--- config.mk ---
export PLATFORM = sky130hd
export DESIGN_NAME = square_sequencer_flat
export DESIGN_NICKNAME = d
export VERILOG_FILES = /design/src/rtl/square_sequencer_if.sv /design/src/rtl/square_sequencer.sv /design/src/flat_wrapper.sv
export SDC_FILE = /design/constraint.sdc
export NUM_CORES = 1
export LEC_CHECK = 0
export CORE_MARGIN = 3
export CORE_UTILIZATION = 25
export CTS_BUF_LIST = sky130_fd_sc_hd__clkbuf_4 sky130_fd_sc_hd__clkbuf_8
export CTS_CLUSTER_SIZE = 20
export DETAILED_ROUTE_END_ITERATION = 7
export PLACE_DENSITY = 0.54
export SLEW_MARGIN = 20
export SYNTH_ARGS = -nofsm -noshare
export SYNTH_HDL_FRONTEND = slang
export SYNTH_SLANG_ARGS = --single-unit
--- constraint.sdc ---
create_clock -name i_clk -period 3.1 [get_ports i_clk]
set_clock_uncertainty 0.1 [all_clocks]
set_input_delay 0.465 -clock i_clk [delete_from_list [all_inputs] [get_ports i_clk]]
set_output_delay 0.465 -clock i_clk [all_outputs]
set_load 0.01 [all_outputs]
--- src/rtl/square_sequencer_if.sv ---
// -----------------------------------------------------------------------------
// square_sequencer_if
// Groups the video-timing inputs, the mode/step controls and the colour and
// status outputs of square_sequencer into one bundle.
//
// Signals:
//   i_pix_stb    pixel strobe, one clock wide
//   i_frame_end  one-cycle pulse at the end of the last visible line
//   i_x / i_y    current pixel column / row
//   i_mode       0 = auto advance, 1 = manual advance
//   i_step       manual advance request (level)
//   o_sel        index of the current square
//   o_lit        high while a square is shown
//   o_r/o_g/o_b  registered pixel colour
//
// Modports:
//   master  drives the inputs and observes the outputs (timing generator side)
//   slave   the sequencer itself
// -----------------------------------------------------------------------------
interface square_sequencer_if;
    logic       i_pix_stb;
    logic       i_frame_end;
    logic [9:0] i_x;
    logic [8:0] i_y;
    logic       i_mode;
    logic       i_step;
    logic [1:0] o_sel;
    logic       o_lit;
    logic [3:0] o_r;
    logic [3:0] o_g;
    logic [3:0] o_b;

    modport master (
        output i_pix_stb, i_frame_end, i_x, i_y, i_mode, i_step,
        input  o_sel, o_lit, o_r, o_g, o_b
    );

    modport slave (
        input  i_pix_stb, i_frame_end, i_x, i_y, i_mode, i_step,
        output o_sel, o_lit, o_r, o_g, o_b
    );
endinterface

--- src/rtl/square_sequencer.sv ---
// -----------------------------------------------------------------------------
// square_sequencer
// Lights one of four fixed squares on a 640x480 display at a time. In auto
// mode the lit square stays up for HOLD_FRAMES frames, then the screen shows
// only the grey layout for GAP_FRAMES frames before the next square lights.
// In manual mode each rising edge of i_step advances to the next square.
//
// Parameters:
//   HOLD_FRAMES  frames a square stays lit in auto mode (1-255)
//   GAP_FRAMES   blank frames between squares in auto mode (0-255, 0 = none)
//
// Ports:
//   i_clk   100 MHz system clock, rising edge
//   i_rst   synchronous active-high reset
//   bus     square_sequencer_if.slave (timing inputs, controls, colour out)
// -----------------------------------------------------------------------------
module square_sequencer #(
    parameter int unsigned HOLD_FRAMES = 60,
    parameter int unsigned GAP_FRAMES  = 15
) (
    input  logic               i_clk,
    input  logic               i_rst,
    square_sequencer_if.slave  bus
);

    typedef enum logic {
        SHOW = 1'b0,
        GAP  = 1'b1
    } state_t;

    localparam logic [7:0] HOLD_LAST = 8'(HOLD_FRAMES - 1);
    localparam logic [7:0] GAP_LAST  = (GAP_FRAMES == 0) ? 8'd0 : 8'(GAP_FRAMES - 1);

    state_t      state_q, state_d;
    logic [1:0]  idx_q, idx_d;
    logic [7:0]  cnt_q, cnt_d;
    logic        step_q;
    logic        mode_q;
    logic        step_rise;
    logic        mode_change;
    logic [3:0]  in_sq;
    logic [11:0] rgb_q, rgb_d;

    assign step_rise   = bus.i_step & ~step_q;
    assign mode_change = bus.i_mode ^ mode_q;

    // Sequencer registers. mode_q captures the live mode during reset so that
    // coming out of reset is never mistaken for a mode change.
    always_ff @(posedge i_clk) begin
        if (i_rst) begin
            state_q <= SHOW;
            idx_q   <= 2'd0;
            cnt_q   <= 8'd0;
            step_q  <= 1'b0;
            mode_q  <= bus.i_mode;
        end else begin
            state_q <= state_d;
            idx_q   <= idx_d;
            cnt_q   <= cnt_d;
            step_q  <= bus.i_step;
            mode_q  <= bus.i_mode;
        end
    end

    // Next-state logic. A mode change outranks everything, including a step
    // edge in the same cycle. The index only moves on a frame_end or a step
    // edge, so a square never switches in the middle of a frame.
    always_comb begin
        state_d = state_q;
        idx_d   = idx_q;
        cnt_d   = cnt_q;
        if (mode_change) begin
            state_d = SHOW;
            cnt_d   = 8'd0;
        end else if (bus.i_mode) begin
            cnt_d = 8'd0;
            if (step_rise) begin
                idx_d   = idx_q + 2'd1;
                state_d = SHOW;
            end
        end else if (bus.i_frame_end) begin
            unique case (state_q)
                SHOW: begin
                    if (cnt_q == HOLD_LAST) begin
                        cnt_d = 8'd0;
                        if (GAP_FRAMES == 0) begin
                            idx_d = idx_q + 2'd1;
                        end else begin
                            state_d = GAP;
                        end
                    end else begin
                        cnt_d = cnt_q + 8'd1;
                    end
                end
                GAP: begin
                    if (cnt_q == GAP_LAST) begin
                        cnt_d   = 8'd0;
                        idx_d   = idx_q + 2'd1;
                        state_d = SHOW;
                    end else begin
                        cnt_d = cnt_q + 8'd1;
                    end
                end
                default: begin
                    state_d = SHOW;
                end
            endcase
        end
    end

    // Square hit tests use strict bounds so the squares are separated by
    // background gutters. Anything beyond the visible area falls outside all
    // four squares.
    always_comb begin
        in_sq    = 4'b0000;
        in_sq[0] = (bus.i_x > 10'd0)   && (bus.i_x < 10'd150) &&
                   (bus.i_y > 9'd0)    && (bus.i_y < 9'd110);
        in_sq[1] = (bus.i_x > 10'd155) && (bus.i_x < 10'd305) &&
                   (bus.i_y > 9'd115)  && (bus.i_y < 9'd225);
        in_sq[2] = (bus.i_x > 10'd310) && (bus.i_x < 10'd460) &&
                   (bus.i_y > 9'd230)  && (bus.i_y < 9'd335);
        in_sq[3] = (bus.i_x > 10'd465) && (bus.i_x < 10'd615) &&
                   (bus.i_y > 9'd340)  && (bus.i_y < 9'd450);
    end

    // The lit square is red; every other square (including the selected one
    // during a gap) is drawn dim grey so the layout stays visible.
    always_comb begin
        rgb_d = 12'h000;
        if ((state_q == SHOW) && in_sq[idx_q]) begin
            rgb_d = 12'hF00;
        end else if (|in_sq) begin
            rgb_d = 12'h333;
        end
    end

    // Colour register advances only on pixel strobes.
    always_ff @(posedge i_clk) begin
        if (i_rst) begin
            rgb_q <= 12'h000;
        end else if (bus.i_pix_stb) begin
            rgb_q <= rgb_d;
        end
    end

    assign bus.o_sel = idx_q;
    assign bus.o_lit = (state_q == SHOW);
    assign bus.o_r   = rgb_q[11:8];
    assign bus.o_g   = rgb_q[7:4];
    assign bus.o_b   = rgb_q[3:0];

endmodule

--- src/flat_wrapper.sv ---
// flat-port wrapper written by rule: the top's interface ports become plain ports
module square_sequencer_flat 
#(
    parameter int unsigned HOLD_FRAMES = 60,
    parameter int unsigned GAP_FRAMES  = 15
)
  (i_clk, i_rst, bus_i_pix_stb, bus_i_frame_end, bus_i_x, bus_i_y, bus_i_mode, bus_i_step, bus_o_sel, bus_o_lit, bus_o_r, bus_o_g, bus_o_b);
  square_sequencer_if bus_i ();
  input  logic i_clk;
  input  logic i_rst;
  input wire logic [$bits(bus_i.i_pix_stb)-1:0] bus_i_pix_stb;
  input wire logic [$bits(bus_i.i_frame_end)-1:0] bus_i_frame_end;
  input wire logic [$bits(bus_i.i_x)-1:0] bus_i_x;
  input wire logic [$bits(bus_i.i_y)-1:0] bus_i_y;
  input wire logic [$bits(bus_i.i_mode)-1:0] bus_i_mode;
  input wire logic [$bits(bus_i.i_step)-1:0] bus_i_step;
  output wire logic [$bits(bus_i.o_sel)-1:0] bus_o_sel;
  output wire logic [$bits(bus_i.o_lit)-1:0] bus_o_lit;
  output wire logic [$bits(bus_i.o_r)-1:0] bus_o_r;
  output wire logic [$bits(bus_i.o_g)-1:0] bus_o_g;
  output wire logic [$bits(bus_i.o_b)-1:0] bus_o_b;
  assign bus_i.i_pix_stb = bus_i_pix_stb;
  assign bus_i.i_frame_end = bus_i_frame_end;
  assign bus_i.i_x = bus_i_x;
  assign bus_i.i_y = bus_i_y;
  assign bus_i.i_mode = bus_i_mode;
  assign bus_i.i_step = bus_i_step;
  assign bus_o_sel = bus_i.o_sel;
  assign bus_o_lit = bus_i.o_lit;
  assign bus_o_r = bus_i.o_r;
  assign bus_o_g = bus_i.o_g;
  assign bus_o_b = bus_i.o_b;
  square_sequencer #(.HOLD_FRAMES(HOLD_FRAMES), .GAP_FRAMES(GAP_FRAMES)) u_core (.i_clk(i_clk), .i_rst(i_rst), .bus(bus_i));
endmodule
# Yosys cells after proc, flatten, opt, wreduce, memory -nomap -nowiden
# Index checks and enable logic that the tools add are counted.
# W data, S select, Z words.
# classes
add_sub_neg,2
n_lt_le_gt_ge,17
n_eq_ne,3
n_mux,18
n_bitwise,5
n_reduce_logical,21
# op_table
operator,n
$gt A10 B9 Y1 const B,2
$lt A10 B9 Y1 const B,2
$lt A9 B9 Y1 const B,2
$mux W8,2
$pmux W8 S2,1
$logic_and A1 B1 Y1,13
$mux W12,1
$gt A10 B1 Y1 const B,1
$gt A10 B8 Y1 const B,1
$lt A10 B10 Y1 const B,1
$lt A10 B8 Y1 const B,1
$mux W10,1
$mux W2,5
$gt A9 B1 Y1 const B,1
$gt A9 B7 Y1 const B,1
$gt A9 B8 Y1 const B,1
$gt A9 B9 Y1 const B,1
$lt A9 B7 Y1 const B,1
$lt A9 B8 Y1 const B,1
$add A8 B1 Y8 const B,1
$eq A8 B4 Y1 const B,1
$eq A8 B6 Y1 const B,1
$mux W1,6
$reduce_bool A2 Y1,3
13 further kinds,15
# word_totals
register_bits,25
in_bits,25
word_cells,72

# Logic depth before layout (Yosys ltp)
# logic_depth
word_depth,8
depth_mapped,8

# Worst setup path before layout
# Ideal clock, no wire load.
# synth_timing
kind,input to register
startpoint,input bus_i_x[5]
endpoint,register u_core.rgb_q[5]
arrival_ps,1890
slack_ps,1014
stages,7
path_buffers,1
path_cell_list,buf_6 or4_1 a211o_1 nand4_1 o2bb2ai_1 and3_4 o41ai_2
# synth_between
elab_chain_len,8
word_cells_on_any_way,26
# synth_rtl
element,line,rtl
from (decl),flat_wrapper.sv:13,input wire logic [$bits(bus_i.i_x)-1:0] bus_i_x;
$gt A10 B1 Y1 (tied with other cells),square_sequencer.sv:116,in_sq[0] = (bus.i_x > 10'd0) && (bus.i_x < 10'd150) &&
"$logic_and A1 B1 Y1, on equally long branches (3 in a row)",-,
$bmux W1 S2,square_sequencer.sv:130,if ((state_q == SHOW) && in_sq[idx_q]) begin
$mux W1 (implied by the code),square_sequencer.sv:130,
$logic_and A1 B1 Y1,square_sequencer.sv:130,
$mux W12 (*),square_sequencer.sv:130,
to (signal assigned),square_sequencer.sv:142,rgb_q <= rgb_d;
to (decl),square_sequencer.sv:42,"logic [11:0] rgb_q, rgb_d;"
# Mark *: on every way between the ends. The rest lies on a longest branch, timed or not. The select of a mux whose other input is x is not followed.
# A chain may end at the register's enable or synchronous reset.

# Final worst setup path
# layout_timing
startpoint,input bus_i_x[3]
endpoint,register u_core.rgb_q[10]
# layout_between
elab_chain_len,8
word_cells_on_any_way,24
# layout_rtl
element,line
$gt A10 B1 Y1 (tied with other cells),square_sequencer.sv:116
"$logic_and A1 B1 Y1, on equally long branches (3 in a row)",-
$bmux W1 S2 (*),square_sequencer.sv:130
$mux W1 (implied by the code) (*),square_sequencer.sv:130
$logic_and A1 B1 Y1 (*),square_sequencer.sv:130
$mux W12 (*),square_sequencer.sv:130
# Marked as above.

==> run_results.csv <==
group,metric,value,unit
placed_design,dpl.hpwl,2310,um
final_layout,diodes,0,
clocking,clock-root-buffer,"clkbuf_8",
timing,fin_crit_sh,81.2,%
clocking,cts_setup_buffers,0,
synth,syn_area_per_cell,8.04,um^2
timing,setup_viol,0,
synth,synth_edf_count,0,
synth,synth_top_cell_by_area,"dfxtp_1",
synth,ys_ff_latch,16,
global_route,grt_pass1_wl,5050,um
clocking,cts-resized-gates,0,
placed_design,io_buffers,35,
die,dieArea,0.00584,mm^2
pwr,p_leak,0.549,nW
synth,yosysSeqAreaShare,25.9,%
synth,post_synth_most_frequent_cells,"nor2_1, dfxtp_1, buf_4",
placed_design,dp_slack,0.363,ns
die,ios,40,
critical_path,critPathKind,"in -> reg",
critical_path,worstPathArrival,2.61,ns
synth,async_flop_share,0,%
clocking,clkTransAtPathRegs,0.06,ns
die,rows,24,
timing,setup_slack,0.582,ns
clocking,clock_sinks,16,
die,core_area,0.00456,mm^2
critical_path,worst_path_largest_cell_delay,0.53,ns
pwr,peakVddDrop,0.148,mV
global_route,antenna_found_initial,0,
synth,syn_area,0.00124,mm^2
outcome,status,"completed",
die,die_w,76.4,um
detailed_routing,via_per_inst,4.84,
final_layout,finalNetCount,209,
synth,syn_inst,154,
synth,synth_top_area_share,25.9,%
detailed_routing,vias,1185,
detailed_routing,drcViolationCount,0,
critical_path,cp_max_fo,7,
detailed_routing,drtPass1Iterations,4,
global_route,overflow,0,
clocking,cts_tree,"built",
critical_path,crit_chain,"clkdlybuf4s50_1 > nor4_1 > o211ai_1 > nor4_2 > mux2i_1 > o31ai_1 > o221a_1",
critical_path,crit_path_top_delay_cell,"clkdlybuf4s50_1",
synth,yosysMostFrequentCell,"nor2_1",
timing,slew_viol_final,0,
run,max_cap_viol_count,0,
pwr,total_power,0.478,mW
clocking,htree_levels,1,
final_layout,drive_gt1_share,5.00,%
timing,rsz0062_at_grt,"no",
final_layout,syn2layout_area_growth,30.2,%
timing,finalHoldViolCount,0,
synth,yosys-top-cells-area,"dfxtp_1, buf_4, nor2_1, xor2_1, nand3_1",
hold_path,hp-class,"reg -> reg",
detailed_routing,postRouteAntennaNets,0,
pwr,p_per_area,296,mW/mm^2
critical_path,required,3.19,ns
synth,ys.warnings.count,0,
clocking,clock_latency,0.25,ns
placed_design,gp_congestion,0.795,
global_route,grt_start_max_net_pins,12,
die,initial_core_util,27.1,%
synth,synth_top_flop_cell,"dfxtp_1",
timing,period_minus_slack,2.52,ns
detailed_routing,drt_iter0_drc,40,
detailed_routing,wire_per_inst,12.3,um
timing,fin_setup_tns,0,ns
critical_path,worstSetupEndpointType,"flip-flop",
clocking,cts_hold_buf,0,
clocking,cts_buffer_depth,2,
global_route,grt_usage,10.4,%
final_layout,fin_util,35.3,%
critical_path,start_kind,"input pin",
synth,yosys.cell_types.count,51,
timing,max_freq,0.397,GHz
global_route,grt_pass1_vias,1095,
die,die_y,76.4,um
detailed_routing,postRouteWirelength,3030,um
clocking,cts_inserted_buffers,3,
kinds of logic (layout without fill, tap and decap cells):
logic type               after synthesis  after routing  synth area share (%)
AO/OA/AOI/OAI                         36             36                  23.4
XOR/XNOR                               8              8                  5.66
adder cells (fa/ha/maj)                2              2                  2.02
buffers and inverters                 22             45                  11.0
flip-flops                            16             16                  25.9
multiplexers                           1              1                 0.808
other                                  1              4                 0.303
AND/OR/NAND/NOR                       68             68                  30.9
metrics by stage:
step	area, um^2	cells	hold WS [ns]
floorplan	1250	157	0.380
global placement	1570	242	0.399
detailed placement	1570	242	0.409
CTS	1610	245	0.418
global route	1610	245	0.464
finish	1610	245	0.417
routing by layer:
layer	vias up	track usage [%]	part of all wire (%)	wire, um
li1	623	-	-	-
met1	532	13.8	52	1560
met2	26	16.2	42	1280
met3	4	2.36	4.7	141
met4	0	4.35	1.4	42
met5	-	0	0	0
layout by cell type (no fill, tap or decap), types with 2 or more instances in the layout:
cell type        Yosys  final
a211oi_1             4      4
nand3_1              8      8
ha_1                 2      2
o2bb2ai_1            2      2
a21oi_1              2      2
nor3b_1              2      2
a211o_2              2      2
conb_1               1      4
clkdlybuf4s50_1      0     35
xor2_1               7      7
nor4_1               6      6
nand4b_1             2      2
or3_1                3      3
nor2_1              19     19
o21a_1               2      2
nor2b_1              3      3
o311ai_1             2      2
o211ai_1             3      3
a31oi_1              2      2
clkbuf_8             0      3
nand4_1              6      6
and3_1               4      4
dfxtp_1             16     16
o21ai_0              4      4
o31ai_1              2      2
nand2_1              6      6
inv_1                7      7
final cells by class:
type | instances | area [um^2]
flip-flops and latches | 16 | 320
fillers | 501 | 2950
well taps | 65 | 81.3
multi-input cells | 119 | 793
clock buffers | 3 | 41.3
repair buffers | 35 | 350
inverters | 7 | 26.3
power breakdown:
part | internal (mW) | switching (mW)
sequential | 0.211 | 0.00445
combinational | 0.0578 | 0.0537
clock | 0.0860 | 0.0654
total | 0.355 | 0.124
registers in the layout, summed over array words and instances (netlist names):
name and flops:
u_core.cnt_q 8, u_core.rgb_q 3, u_core.bus.o_sel 2, u_core.mode_q 1
u_core.state_q 1, u_core.step_q 1
worst paths after layout:
check,start,end,slack [ns],cells past startpoint
min,u_core.rgb_q[9]$_SDFFE_PP0P_,u_core.rgb_q[9]$_SDFFE_PP0P_,0.42,2
min reg2reg,u_core.rgb_q[9]$_SDFFE_PP0P_,u_core.rgb_q[9]$_SDFFE_PP0P_,0.42,2
max,bus_i_x[3],u_core.rgb_q[10]$_SDFFE_PP0P_,0.58,7
max reg2reg,u_core.cnt_q[0]$_SDFFE_PP0P_,u_core.cnt_q[1]$_SDFFE_PP0P_,1.16,7
critical path, delay by kind of cell:
kind                   cells  cell delay, ns
AND/OR/NAND/NOR            2            0.76
multiplexers               1            0.11
buffers and inverters      1            0.53
AO/OA/AOI/OAI              3            0.74
Power figures use the tool's default switching activity.
